[config.mk]
export PLATFORM = sky130hd
export DESIGN_NAME = if_fetch_queue
export DESIGN_NICKNAME = d
export VERILOG_FILES = /design/src/rtl/if_fetch_queue_pkg.sv /design/src/rtl/fq_ring.sv /design/src/rtl/if_fetch_queue.sv
export SDC_FILE = /design/constraint.sdc
export NUM_CORES = 1
export LEC_CHECK = 0
export BUFFER_PORTS_ARGS = -buffer_cell sky130_fd_sc_hd__buf_2
export CORE_UTILIZATION = 52
export DETAILED_ROUTE_END_ITERATION = 7
export PLACE_DENSITY = 0.84
export SKIP_CTS_REPAIR_TIMING = 1
export SLEW_MARGIN = 5
export SYNTH_ARGS = -nofsm -noshare
export SYNTH_HDL_FRONTEND = slang
export SYNTH_HIERARCHICAL = 1
export SYNTH_SLANG_ARGS = --single-unit
[constraint.sdc]
create_clock -name clk -period 13.5 [get_ports clk]
set_clock_uncertainty 0.1 [all_clocks]
set_input_delay 2.7 -clock clk [delete_from_list [all_inputs] [get_ports clk]]
set_output_delay 2.7 -clock clk [all_outputs]
set_load 0.02 [all_outputs]
[src/rtl/if_fetch_queue_pkg.sv]
// Shared constants and types for the instruction fetch queue: memory handshake codes,
// fetch FSM encoding and bus widths.
package if_fetch_queue_pkg;

    localparam int unsigned InstAddrBusW = 32;
    localparam int unsigned InstBusW     = 32;

    // mem_status codes returned by the memory controller
    localparam logic [1:0] MemInit = 2'b00;
    localparam logic [1:0] MemBusy = 2'b01;
    localparam logic [1:0] MemDone = 2'b10;

    typedef enum logic [1:0] {
        StFetch   = 2'b00,
        StMemWait = 2'b01,
        StDrop    = 2'b10
    } fetch_state_e;

    // Queue entry: {pc, inst, pred_taken, pred_target}
    function automatic int unsigned fq_entry_w(input int unsigned xlen);
        return 3 * xlen + 1;
    endfunction

endpackage

[src/rtl/fq_ring.sv]
// Generic DEPTH x W circular buffer with push, pop, flush and occupancy count.
// A push into a full ring is accepted only when a pop frees a slot in the same cycle.
module fq_ring #(
    parameter int unsigned DEPTH = 4,
    parameter int unsigned W     = 97,
    parameter int unsigned PTR_W = $clog2(DEPTH)
) (
    input  logic             clk,
    input  logic             rst,
    input  logic             flush,
    input  logic             push,
    input  logic             pop,
    input  logic [W-1:0]     wdata,
    output logic [W-1:0]     rdata,
    output logic [PTR_W:0]   count,
    output logic             full
);

    localparam int unsigned CW = PTR_W + 1;

    logic [W-1:0]     mem_q [DEPTH];
    logic [PTR_W-1:0] rd_ptr_q, rd_ptr_d;
    logic [PTR_W-1:0] wr_ptr_q, wr_ptr_d;
    logic [CW-1:0]    count_q, count_d;
    logic             do_push, do_pop;

    assign full    = (count_q == CW'(DEPTH));
    assign do_pop  = pop && (count_q != '0);
    assign do_push = push && (!full || do_pop);

    always_comb begin
        rd_ptr_d = rd_ptr_q;
        wr_ptr_d = wr_ptr_q;
        count_d  = count_q;
        if (flush) begin
            rd_ptr_d = '0;
            wr_ptr_d = '0;
            count_d  = '0;
        end else begin
            // DEPTH is a power of two, so pointers wrap for free
            if (do_push) wr_ptr_d = wr_ptr_q + PTR_W'(1);
            if (do_pop)  rd_ptr_d = rd_ptr_q + PTR_W'(1);
            case ({do_push, do_pop})
                2'b10:   count_d = count_q + CW'(1);
                2'b01:   count_d = count_q - CW'(1);
                default: count_d = count_q;
            endcase
        end
    end

    always_ff @(posedge clk or posedge rst) begin
        if (rst) begin
            rd_ptr_q <= '0;
            wr_ptr_q <= '0;
            count_q  <= '0;
        end else begin
            rd_ptr_q <= rd_ptr_d;
            wr_ptr_q <= wr_ptr_d;
            count_q  <= count_d;
        end
    end

    always_ff @(posedge clk or posedge rst) begin
        if (rst) begin
            for (int i = 0; i < int'(DEPTH); i++) begin
                mem_q[i] <= '0;
            end
        end else if (do_push && !flush) begin
            mem_q[wr_ptr_q] <= wdata;
        end
    end

    assign rdata = mem_q[rd_ptr_q];
    assign count = count_q;

endmodule

[src/rtl/if_fetch_queue.sv]
// Run-ahead instruction fetch stage: fills a DEPTH-entry queue from the icache on a hit,
// otherwise from memory, steering the fetch PC with the BTB. EX redirects flush everything.
module if_fetch_queue
    import if_fetch_queue_pkg::*;
#(
    parameter int unsigned     XLEN     = InstAddrBusW,
    parameter int unsigned     DEPTH    = 4,
    parameter logic [XLEN-1:0] RESET_PC = '0,
    parameter int unsigned     PTR_W    = $clog2(DEPTH)
) (
    input  logic            clk,
    input  logic            rst,
    input  logic            rdy,
    input  logic            redirect_e,
    input  logic [XLEN-1:0] redirect_pc,
    output logic [XLEN-1:0] ic_addr,
    input  logic            ic_hit,
    input  logic [XLEN-1:0] ic_val,
    output logic [XLEN-1:0] btb_addr,
    input  logic            btb_hit,
    input  logic [XLEN-1:0] btb_pred,
    output logic            mem_rw,
    output logic [XLEN-1:0] mem_addr,
    input  logic [XLEN-1:0] mem_data,
    input  logic [1:0]      mem_status,
    output logic            deq_valid,
    input  logic            deq_ready,
    output logic [XLEN-1:0] deq_pc,
    output logic [XLEN-1:0] deq_inst,
    output logic            deq_pred_taken,
    output logic [XLEN-1:0] deq_pred_target,
    output logic [PTR_W:0]  count
);

    localparam int unsigned EntryW = fq_entry_w(XLEN);

    fetch_state_e    state_q, state_d;
    logic [XLEN-1:0] fetch_pc_q, fetch_pc_d;
    logic [XLEN-1:0] req_pc_q, req_pc_d;

    logic            mem_done;
    logic            pop_fire;
    logic            room;
    logic            push;
    logic            issue;
    logic            full;
    logic [XLEN-1:0] enq_pc;
    logic [XLEN-1:0] enq_inst;
    logic [XLEN-1:0] next_pc;
    logic [EntryW-1:0] enq_entry;
    logic [EntryW-1:0] head_entry;

    assign mem_done  = (mem_status == MemDone);
    assign deq_valid = (count != '0);
    // A redirect voids any same-cycle pop
    assign pop_fire  = rdy && deq_ready && deq_valid && !redirect_e;
    assign room      = !full || pop_fire;

    // In MEM_WAIT fetch_pc equals req_pc, so the BTB lookup on fetch_pc covers both sources
    assign enq_pc    = (state_q == StMemWait) ? req_pc_q : fetch_pc_q;
    assign enq_inst  = (state_q == StMemWait) ? mem_data : ic_val;
    assign next_pc   = btb_hit ? btb_pred : enq_pc + XLEN'(4);
    assign enq_entry = {enq_pc, enq_inst, btb_hit, next_pc};

    assign ic_addr  = fetch_pc_q;
    assign btb_addr = fetch_pc_q;
    assign mem_addr = req_pc_q;

    always_ff @(posedge clk or posedge rst) begin
        if (rst) begin
            state_q <= StFetch;
        end else begin
            state_q <= state_d;
        end
    end

    always_comb begin
        state_d = state_q;
        if (redirect_e) begin
            case (state_q)
                StMemWait: state_d = mem_done ? StFetch : StDrop;
                StDrop:    if (rdy && mem_done) state_d = StFetch;
                default:   state_d = state_q;
            endcase
        end else if (rdy) begin
            case (state_q)
                StFetch:           if (room && !ic_hit) state_d = StMemWait;
                StMemWait, StDrop: if (mem_done) state_d = StFetch;
                default:           state_d = StFetch;
            endcase
        end
    end

    always_comb begin
        push  = 1'b0;
        issue = 1'b0;
        if (!redirect_e && rdy) begin
            case (state_q)
                StFetch: begin
                    push  = room && ic_hit;
                    issue = room && !ic_hit;
                end
                StMemWait: push = mem_done;
                default: begin
                    push  = 1'b0;
                    issue = 1'b0;
                end
            endcase
        end
        // Request drops combinationally in the DONE cycle
        mem_rw = (state_q != StFetch) && !mem_done;
    end

    always_comb begin
        fetch_pc_d = fetch_pc_q;
        req_pc_d   = req_pc_q;
        if (redirect_e) begin
            fetch_pc_d = redirect_pc;
        end else if (push) begin
            fetch_pc_d = next_pc;
        end
        if (issue) begin
            req_pc_d = fetch_pc_q;
        end
    end

    always_ff @(posedge clk or posedge rst) begin
        if (rst) begin
            fetch_pc_q <= RESET_PC;
            req_pc_q   <= '0;
        end else begin
            fetch_pc_q <= fetch_pc_d;
            req_pc_q   <= req_pc_d;
        end
    end

    fq_ring #(
        .DEPTH (DEPTH),
        .W     (EntryW),
        .PTR_W (PTR_W)
    ) u_ring (
        .clk   (clk),
        .rst   (rst),
        .flush (redirect_e),
        .push  (push),
        .pop   (pop_fire),
        .wdata (enq_entry),
        .rdata (head_entry),
        .count (count),
        .full  (full)
    );

    assign {deq_pc, deq_inst, deq_pred_taken, deq_pred_target} = head_entry;

endmodule
==> flow_summary.ini, run 1 <==
[run_status]
outcome = complete, no violations

[floorplan]
dieArea_mm2 = 0.0449
start_util_pct = 52.9
row_count = 76
die_w_um = 212
i_o_pin_total = 335
die_h_um = 212
core_mm2 = 0.0433

[clock_tree]
cts_htree_levels = 2
cts_inserted_buffers = 50
clock_transition_at_the_registers_of_the_reported_paths_ns = 0.06
cts_root_buffer = sky130_fd_sc_hd__clkbuf_16
clock_latency_ns = 0.59
cts.sinks = 461
cts_tree = yes
cts.path.max_buffers = 3

[routing]
detail_route.wl_per_cell_um = 24.0
drt_first_iter_violations = 1310
postRouteAntennaNets = 0
drt-pass1-iter-count = 5
via_count = 14900
postRouteWirelength_mm = 59.0
drc = 0
detail_route.vias_per_cell = 6.06

[placement]
post-place-cells = 2371
post_dp_cell_area_mm2 = 0.0247
hpwlAfterDp_mm = 38.1
io_buffer_count = 334
gp_routability_congestion = 0.890

[synth]
netlist.top_cell.by_area = sky130_fd_sc_hd__dfrtp_1
netlist_top_cells_area = sky130_fd_sc_hd__dfrtp_1, sky130_fd_sc_hd__mux2_2, sky130_fd_sc_hd__mux4_2
ys_ff_latch = 461
synth_fp_nets = 1714
yosys_warnings = 6
synth_area_per_cell_um2 = 14.6
synthDominantCellAreaShare_pct = 50.4
async_flop_share_pct = 100
mappedNetlistArea_mm2 = 0.0229
synth_cell_types = 66
yosys_most_used_dff = sky130_fd_sc_hd__dfrtp_1
synth-edff-count = 0
synth_seq_area_share_pct = 50.4
postSynthCellCount = 1568

[pwr]
ir_worst_vdd_mv = 0.123
power_per_cell_area_mw_per_mm2 = 187
p_leak_nw = 12.3

[sta]
max_freq_mhz = 160
timing.hold.ws_ns = 0.402
rsz0062_at_grt = no
final_setup_violations = 0
final.setup.tns_ns = 0
post-route-min-period_ns = 6.26
timing.final.crit_share_pct = 46.4
hold_violations = 0
worst-slew-pin-transition_ns = 1.09
timing.max_slew.rel_slack_pct = 27.1
finalMaxSlewViolations = 0

[final_layout]
layoutNonFillerInstCount = 2461
antenna-diode-count = 0
share_of_final_layout_standard_cells_stronger_than_drive_strength_1_pct = 55.1
layout_common_cells = sky130_fd_sc_hd__dfrtp_1, sky130_fd_sc_hd__mux2_2, sky130_fd_sc_hd__buf_2
fin_util_pct = 60.9
syn_to_final_growth_pct = 15.1
most_common_cell_after_layout_fill_and_taps_aside = sky130_fd_sc_hd__dfrtp_1
final_net_count = 1984
stdcell_area_mm2 = 0.0264

[grt]
grt_max_degree = 192
grt_first_pass_wirelength_mm = 92.0
initial_antenna_violation_count = 2
vias_in_the_first_global_route = 15700
globalRouteOverflowTotal = 0
gr-usage-all-layers_pct = 26.9

[critical_path]
critPathArrivalTime_ns = 3.46
end_kind = output port
critPathMaxFanout = 53
criticalPathCategory = flop to output port
worst-endpoint-required_ns = 10.70
crit_start_category = flop

[worst_hold_path]
hold_path.class = flop to flop

[run]
maxCapViolations = 0
-- through the flow --
stage               total power [mW]  setup WS [ns]
floorplan                       2.96           5.38
CTS                             4.93           7.17
finish                          4.92           7.24
global placement                3.44           7.10
global route                    5.13           7.05
detailed placement              3.50           7.03
-- final timing paths --
check / startpoint / depth (start not counted) / to / slack [ns]
worst max-delay path: u_ring/rd_ptr_q[0] / 3 / deq_pc[14] / 7.24
min in group asynchronous: rst / 2 / btb_addr[15] / 2.05
worst min register to register: u_ring/mem_q[30] / 1 / u_ring/mem_q[30] / 0.40
worst max register to register: state_q[1] / 10 / u_ring/mem_q[225] / 8.39
worst min-delay path: u_ring/mem_q[30] / 1 / u_ring/mem_q[30] / 0.40
max in group asynchronous: rst / 3 / u_ring/mem_q[51] / 9.73
-- layer usage --
metal	vias up	track usage, %	part of all wire [%]	wire, um
met1	7899	36.6	42	24600
met4	2	10.6	3.4	1980
met2	623	42.5	48	28100
li1	6262	-	-	-
met5	-	0	0.019	11
met3	135	5.70	7.4	4340
-- cell usage after synthesis (3+ instances only) --
library cell               count
sky130_fd_sc_hd__dfrtp_1     461
sky130_fd_sc_hd__mux2_2      359
sky130_fd_sc_hd__mux2_4      120
sky130_fd_sc_hd__mux4_2       97
sky130_fd_sc_hd__nand2_1      79
sky130_fd_sc_hd__o21ai_0      66
sky130_fd_sc_hd__buf_2        62
sky130_fd_sc_hd__buf_4        40
sky130_fd_sc_hd__a21oi_1      24
sky130_fd_sc_hd__nor2_1       23
sky130_fd_sc_hd__inv_1        21
sky130_fd_sc_hd__nand3_1      17
sky130_fd_sc_hd__xnor2_1      17
sky130_fd_sc_hd__buf_6        15
sky130_fd_sc_hd__clkbuf_1     14
sky130_fd_sc_hd__xor2_1       13
sky130_fd_sc_hd__mux2i_1      11
sky130_fd_sc_hd__a21o_1        8
sky130_fd_sc_hd__ha_1          8
sky130_fd_sc_hd__nand4_1       8
sky130_fd_sc_hd__nand2b_1      7
sky130_fd_sc_hd__nor2b_1       7
sky130_fd_sc_hd__a22o_1        6
sky130_fd_sc_hd__o21ai_1       6
sky130_fd_sc_hd__nand4b_1      5
sky130_fd_sc_hd__nor3_1        5
sky130_fd_sc_hd__o22ai_1       5
sky130_fd_sc_hd__nand3b_1      4
sky130_fd_sc_hd__nor4bb_1      4
sky130_fd_sc_hd__a22oi_1       3
sky130_fd_sc_hd__and4_1        3
sky130_fd_sc_hd__buf_12        3
sky130_fd_sc_hd__o211ai_1      3
-- final cells by class --
cell class | count | area [um^2]
Clock inverter | 19 | 248
Multi-Input combinational cell | 949 | 10500
Sequential cell | 461 | 11500
Tap cell | 585 | 732
Clock buffer | 71 | 1450
Fill cell | 3178 | 16900
Inverter | 22 | 87.6
Timing Repair Buffer | 354 | 1850
-- sequential cells by signal (all words and copies together) (netlist names) --
register and flops:
btb_addr 32, mem_addr 32, state_q 2, u_ring/count 3, u_ring/mem_q 388, u_ring/rd_ptr_q 2
u_ring/wr_ptr_q 2
-- power breakdown --
group          switching, mW  internal (mW)  total (mW)
Combinational          0.930          0.711        1.64
Clock                  0.564          0.843        1.41
Sequential             0.217           1.66        1.87
-- kinds of logic (layout without fill, tap and decap cells) --
| logic type | after synthesis | count (layout) | synth area share (%) |
|---|---|---|---|
| mux | 588 | 588 | 35.6 |
| flops | 461 | 461 | 50.4 |
| simple gates | 179 | 179 | 4.15 |
| buf+inv | 158 | 466 | 4.29 |
| compound gates | 143 | 143 | 3.91 |
| xor+xnor | 30 | 30 | 1.15 |
| fa+ha+maj | 9 | 9 | 0.525 |
-- critical path, stage by stage, from the launching register on --
cell                      delay (ns)
sky130_fd_sc_hd__dfrtp_4        1.01
sky130_fd_sc_hd__buf_4          0.90
sky130_fd_sc_hd__mux4_2         0.71
sky130_fd_sc_hd__buf_2          0.21
Note: power is estimated with default switching activity, not from simulation.
==> run 2, diff against run 1 <==
--- a/config.mk
+++ b/config.mk
@@ -8,7 +8,7 @@
 export BUFFER_PORTS_ARGS = -buffer_cell sky130_fd_sc_hd__buf_2
 export CORE_UTILIZATION = 52
 export DETAILED_ROUTE_END_ITERATION = 7
-export PLACE_DENSITY = 0.84
+export PLACE_DENSITY = 0.81
 export SKIP_CTS_REPAIR_TIMING = 1
 export SLEW_MARGIN = 5
 export SYNTH_ARGS = -nofsm -noshare
==> constraint.sdc (replaced) <==
create_clock -name clk -period 6.55 [get_ports clk]
set_clock_uncertainty 0.1 [all_clocks]
set_input_delay 1.31 -clock clk [delete_from_list [all_inputs] [get_ports clk]]
set_output_delay 1.31 -clock clk [all_outputs]
set_load 0.02 [all_outputs]
==> flow_summary.ini, run 2 (synthesized netlist as in run 1, its figures left out) <==
[critical_path]
timing.critical_path.slowest_cell_delay_ns = 0.84
critPathMaxFanout = 67
criticalPathCategory = flop to flop
worst-endpoint-required_ns = 6.90
critical_path.cell_chain = inv_1 > ha_4 > and3b_1 > o21a_1 > nand2_1 > buf_4 > inv_1 > nor4bb_4 > buf_4 > mux2_2
critPathSlowestCell = sky130_fd_sc_hd__buf_4
critPathArrivalTime_ns = 4.93
crit_start_category = flop
cp_top_family = buffers and inverters
end_kind = flop
path_buf_inv = 4

[final_layout]
most_common_cell_after_layout_fill_and_taps_aside = sky130_fd_sc_hd__dfrtp_1
largest_register_ffs = 388
fin_util_pct = 61.0
filler_cell_count = 3189
register_area_mm2 = 0.0115
multi_input_area_mm2 = 0.0105
layout_common_cells = sky130_fd_sc_hd__dfrtp_1, sky130_fd_sc_hd__mux2_2, sky130_fd_sc_hd__buf_2
final_net_count = 1982
syn_to_final_growth_pct = 15.3
stdcell_area_mm2 = 0.0264
layoutNonFillerInstCount = 2459
share_of_final_layout_standard_cells_stronger_than_drive_strength_1_pct = 55.1
largest_register = u_ring/mem_q

[sta]
final_setup_violations = 0
timing.final.crit_share_pct = 70.0
finalMaxSlewViolations = 0
final.setup.tns_ns = 0
rsz0062_at_grt = no
max_freq_mhz = 218
hold_violations = 0
timing.hold.ws_ns = 0.400
timing.max_slew.rel_slack_pct = 27.4
post-route-min-period_ns = 4.58
worst-slew-pin-transition_ns = 1.09

[floorplan]
die_h_um = 212
die_w_um = 212
i_o_pin_total = 335
core_mm2 = 0.0433
row_count = 76
dieArea_mm2 = 0.0449
start_util_pct = 52.9

[clock_tree]
cts_inserted_buffers = 48
clock_latency_ns = 0.59
cts_root_buffer = sky130_fd_sc_hd__clkbuf_16
cts_htree_levels = 2
cts.path.max_buffers = 3
clock_transition_at_the_registers_of_the_reported_paths_ns = 0.06
cts.sinks = 461
cts_tree = yes

[placement]
post_dp_cell_area_mm2 = 0.0247
hpwlAfterDp_mm = 37.8
post-place-cells = 2371
io_buffer_count = 334
gp_routability_congestion = 0.887

[run]
maxCapViolations = 0

[routing]
drt_first_iter_violations = 1056
drt-pass1-iter-count = 6
drc = 0
via_count = 14700
detail_route.vias_per_cell = 5.97
detail_route.wl_per_cell_um = 23.6
postRouteWirelength_mm = 58.1
postRouteAntennaNets = 0

[run_status]
outcome = complete, no violations

[grt]
gr-usage-all-layers_pct = 26.4
globalRouteOverflowTotal = 0
vias_in_the_first_global_route = 15500
initial_antenna_violation_count = 0
grt_first_pass_wirelength_mm = 90.4
grt_max_degree = 199

[pwr]
p_leak_nw = 12.3
power_per_cell_area_mw_per_mm2 = 383
ir_worst_vdd_mv = 0.248

[worst_hold_path]
hold_path.class = flop to flop
[run 2: cell types whose count changed in the layout (fill, tap and decap cells not counted), moves of 2 or more]
cell / change
sky130_fd_sc_hd__clkinv_2: -6
sky130_fd_sc_hd__clkinv_4: +2
sky130_fd_sc_hd__buf_4: -3
sky130_fd_sc_hd__clkbuf_8: +5
sky130_fd_sc_hd__buf_12: +3
sky130_fd_sc_hd__clkinvlp_4: -2
[run 2: cell type report]
| cell class | count | area share, % |
|---|---|---|
| clock buffer | 74 | 5.64 |
| multi-input combinational | 949 | 39.6 |
| clock inverter | 13 | 0.792 |
| antenna | 1 | 0.00948 |
| timing repair buffer | 354 | 7.14 |
| sequential | 461 | 43.7 |
| inverter | 22 | 0.327 |
| tap | 585 | 2.77 |
[run 2: worst register-to-register path, cell delays in order (launching register included)]
cell and delay (ns):
sky130_fd_sc_hd__dfrtp_1 0.39, sky130_fd_sc_hd__inv_1 0.12, sky130_fd_sc_hd__ha_4 0.68, sky130_fd_sc_hd__and3b_1 0.30
sky130_fd_sc_hd__o21a_1 0.13, sky130_fd_sc_hd__nand2_1 0.05, sky130_fd_sc_hd__buf_4 0.26, sky130_fd_sc_hd__inv_1 0.74
sky130_fd_sc_hd__nor4bb_4 0.35, sky130_fd_sc_hd__buf_4 0.84, sky130_fd_sc_hd__mux2_2 0.50
[run 2: power by group]
part | internal [mW] | leakage (nW) | switching [mW]
Combinational | 1.46 | 5.37 | 1.88
Clock | 1.76 | 0.839 | 1.15
Sequential | 3.41 | 6.13 | 0.436
Total | 6.64 | 12.3 | 3.46
[run 2: stage by stage]
step	worst slack [ns]	power (mW)
3_3_place_gp	1.90	7.08
5_1_grt	1.75	10.5
6_report	1.97	10.1
2_1_floorplan	-0.176	6.10
4_1_cts	1.97	10.2
3_5_place_dp	1.81	7.21
[run 2: worst paths after layout]
| kind | slack, ns | startpoint | end | cells past startpoint |
|---|---|---|---|---|
| max | 1.97 | state_q[1] | u_ring/mem_q[52] | 10 |
| min | 0.40 | u_ring/mem_q[51] | u_ring/mem_q[51] | 1 |
| max reg2reg | 1.97 | state_q[1] | u_ring/mem_q[52] | 10 |
| min reg2reg | 0.40 | u_ring/mem_q[51] | u_ring/mem_q[51] | 1 |
| max in group asynchronous | 4.20 | rst | u_ring/mem_q[258] | 3 |
| min in group asynchronous | 0.70 | rst | u_ring/mem_q[77] | 2 |
[run 2: metal layers]
metal  track usage [%]  vias to the layer above  part of all wire (%)
li1                  -                     6276                     -
met1              35.9                     7681                    42
met2              42.1                      599                    48
met3              6.41                      113                   7.7
met4              8.00                        0                   2.5
met5                 0                        -                     0
==> run 3, diff against run 2 <==
--- a/config.mk
+++ b/config.mk
@@ -5,10 +5,11 @@
 export SDC_FILE = /design/constraint.sdc
 export NUM_CORES = 1
 export LEC_CHECK = 0
+export ABC_AREA = 1
 export BUFFER_PORTS_ARGS = -buffer_cell sky130_fd_sc_hd__buf_2
 export CORE_UTILIZATION = 52
 export DETAILED_ROUTE_END_ITERATION = 7
-export PLACE_DENSITY = 0.81
+export PLACE_DENSITY = 0.8
 export SKIP_CTS_REPAIR_TIMING = 1
 export SLEW_MARGIN = 5
 export SYNTH_ARGS = -nofsm -noshare
==> constraint.sdc (replaced) <==
create_clock -name clk -period 4.4 [get_ports clk]
set_clock_uncertainty 0.1 [all_clocks]
set_input_delay 0.88 -clock clk [delete_from_list [all_inputs] [get_ports clk]]
set_output_delay 0.88 -clock clk [all_outputs]
set_load 0.02 [all_outputs]
==> flow_summary.ini, run 3 <==
[synth]
synth_most_common_cell = sky130_fd_sc_hd__nand2_1
synth-edff-count = 0
yosys_warnings = 6
synth_seq_area_share_pct = 48.7
netlist_top_cells_area = sky130_fd_sc_hd__dfrtp_1, sky130_fd_sc_hd__nand2_1, sky130_fd_sc_hd__o21ai_0
netlist.top_cell.by_area = sky130_fd_sc_hd__dfrtp_1
synth_area_per_cell_um2 = 7.51
yosys_most_used_dff = sky130_fd_sc_hd__dfrtp_1
synth_common_cells = sky130_fd_sc_hd__nand2_1, sky130_fd_sc_hd__o21ai_0, sky130_fd_sc_hd__dfrtp_1
ys_ff_latch = 461
mappedNetlistArea_mm2 = 0.0237
synthDominantCellAreaShare_pct = 48.7
synth_cell_types = 42
async_flop_share_pct = 100
synth_fp_nets = 3304
postSynthCellCount = 3158

[grt]
grt_first_pass_wirelength_mm = 122
initial_antenna_violation_count = 2
gr-usage-all-layers_pct = 33.5
globalRouteOverflowTotal = 0
grt_max_degree = 174
vias_in_the_first_global_route = 21500

[sta]
timing.final.crit_share_pct = 90.7
rsz0062_at_grt = no
final_setup_violations = 0
timing.max_slew.rel_slack_pct = 33.5
final.setup.tns_ns = 0
timing.hold.ws_ns = 0.189
finalMaxSlewViolations = 0
max_freq_mhz = 250
hold_violations = 0
post-route-min-period_ns = 3.99
worst-slew-pin-transition_ns = 0.997

[routing]
detail_route.vias_per_cell = 5.79
postRouteAntennaNets = 0
drt-pass1-iter-count = 6
drc = 0
postRouteWirelength_mm = 78.4
via_count = 23000
detail_route.wl_per_cell_um = 19.8
drt_first_iter_violations = 2501

[critical_path]
end_kind = output port
worst-endpoint-required_ns = 3.42
crit_start_category = flop
critPathMaxFanout = 68
r2r_slack_ns = 0.82
critPathArrivalTime_ns = 3.01
criticalPathCategory = flop to output port

[floorplan]
start_util_pct = 53.1
die_w_um = 216
row_count = 77
die_h_um = 216
dieArea_mm2 = 0.0464
i_o_pin_total = 335
core_mm2 = 0.0446

[final_layout]
syn_to_final_growth_pct = 13.7
multi_input_area_mm2 = 0.0105
share_of_final_layout_standard_cells_stronger_than_drive_strength_1_pct = 16.4
most_common_cell_after_layout_fill_and_taps_aside = sky130_fd_sc_hd__nand2_1
stdcell_area_mm2 = 0.0270
largest_register_ffs = 388
layout_common_cells = sky130_fd_sc_hd__nand2_1, sky130_fd_sc_hd__o21ai_0, sky130_fd_sc_hd__dfrtp_1
filler_cell_count = 4012
register_area_mm2 = 0.0115
largest_register = u_ring/mem_q
fin_util_pct = 60.4
final_net_count = 3478

[clock_tree]
cts_root_buffer = sky130_fd_sc_hd__clkbuf_16
clock_transition_at_the_registers_of_the_reported_paths_ns = 0.06
cts_tree = yes
cts_inserted_buffers = 48
cts.path.max_buffers = 3
clock_latency_ns = 0.60
cts_htree_levels = 2
cts.sinks = 461

[placement]
hpwlAfterDp_mm = 48.7
gp_routability_congestion = 0.973
post_dp_cell_area_mm2 = 0.0254
io_buffer_count = 334

[pwr]
switching_share_pct = 42.1
pwr-share-clk_pct = 26.2
power_per_cell_area_mw_per_mm2 = 575
intPower_mw = 8.97
p_total_mw = 15.5
p_leak_nw = 14.8
ir_worst_vdd_mv = 0.438
power_switching_mw = 6.53
seq_power_share_pct = 35.9
power.share.combinational_pct = 37.9

[run_status]
outcome = complete, no violations

[worst_hold_path]
hold_path.class = input pin to asynchronous set/reset pin

[run]
maxCapViolations = 0
-- run 3: changes by cell type in the layout (fill, tap and decap cells not counted), moves of 97 or more --
cell and delta:
sky130_fd_sc_hd__nand2_1 +1079, sky130_fd_sc_hd__o21ai_0 +511, sky130_fd_sc_hd__mux4_2 -97, sky130_fd_sc_hd__mux2_2 -352
sky130_fd_sc_hd__o22ai_1 +98, sky130_fd_sc_hd__mux2_4 -120, sky130_fd_sc_hd__nor2_1 +222
-- run 3: cell families after synthesis --
logic type                 synth area share (%)
and+or+nand+nor                            26.4
AOI/OAI and AO/OA                          16.9
DFF                                        48.7
buffers and inverters                      7.06
adders and majority gates                 0.507
muxes                                     0.333
xor gates and xnor gates                  0.148
-- run 3: routing by layer --
metal | global-route usage (%) | up-vias | routed length [um]
li1 | - | 10600 | -
met1 | 45.0 | 10900 | 31700
met2 | 52.1 | 1293 | 35400
met3 | 6.37 | 201 | 7610
met4 | 16.3 | 2 | 3680
met5 | 0 | - | 13
-- run 3: through the flow --
step	cells	worst slack [ns]
6_report	3964	0.408
5_1_grt	3963	0.304
4_1_cts	3963	0.455
3_5_place_dp	3874	0.852
3_3_place_gp	3874	0.929
2_1_floorplan	3158	-1.90
-- run 3: layout make-up --
| type | count | area share (%) |
|---|---|---|
| clock buffer | 76 | 5.44 |
| antenna | 1 | 0.00928 |
| clock inverter | 13 | 0.362 |
| multi-input combinational | 2340 | 39.0 |
| timing repair buffer | 375 | 8.09 |
| tap | 592 | 2.75 |
| inverter | 106 | 1.55 |
| sequential | 461 | 42.8 |
-- run 3: path summary, 6_finish.rpt --
check	from	endpoint	cells after the start
worst min register to register	u_ring/mem_q[178]	u_ring/mem_q[178]	2
worst max-delay path	u_ring/rd_ptr_q[0]	deq_pred_target[0]	5
worst min-delay path	rst	u_ring/mem_q[296]	2
min in group clk	u_ring/mem_q[178]	u_ring/mem_q[178]	2
worst max register to register	state_q[1]	u_ring/mem_q[108]	13
max in group asynchronous	rst	u_ring/mem_q[135]	3
-- run 3: worst max-delay path: stages (launching register included) --
cell,delay (ns)
sky130_fd_sc_hd__dfrtp_4,0.77
sky130_fd_sc_hd__inv_4,0.38
sky130_fd_sc_hd__buf_4,0.34
sky130_fd_sc_hd__o21ai_0,0.12
sky130_fd_sc_hd__o22ai_1,0.46
sky130_fd_sc_hd__buf_2,0.28
-- run 3: power groups by stage --
stage / Combinational (mW) / Clock [mW] / Sequential, mW
6_report: 5.88 / 4.06 / 5.56
5_1_grt: 6.34 / 4.29 / 5.65
4_1_cts: 5.83 / 4.11 / 5.55
3_5_place_dp: 5.80 / 0 / 5.62
3_3_place_gp: 5.73 / 0 / 5.59
2_1_floorplan: 3.62 / 0 / 5.72
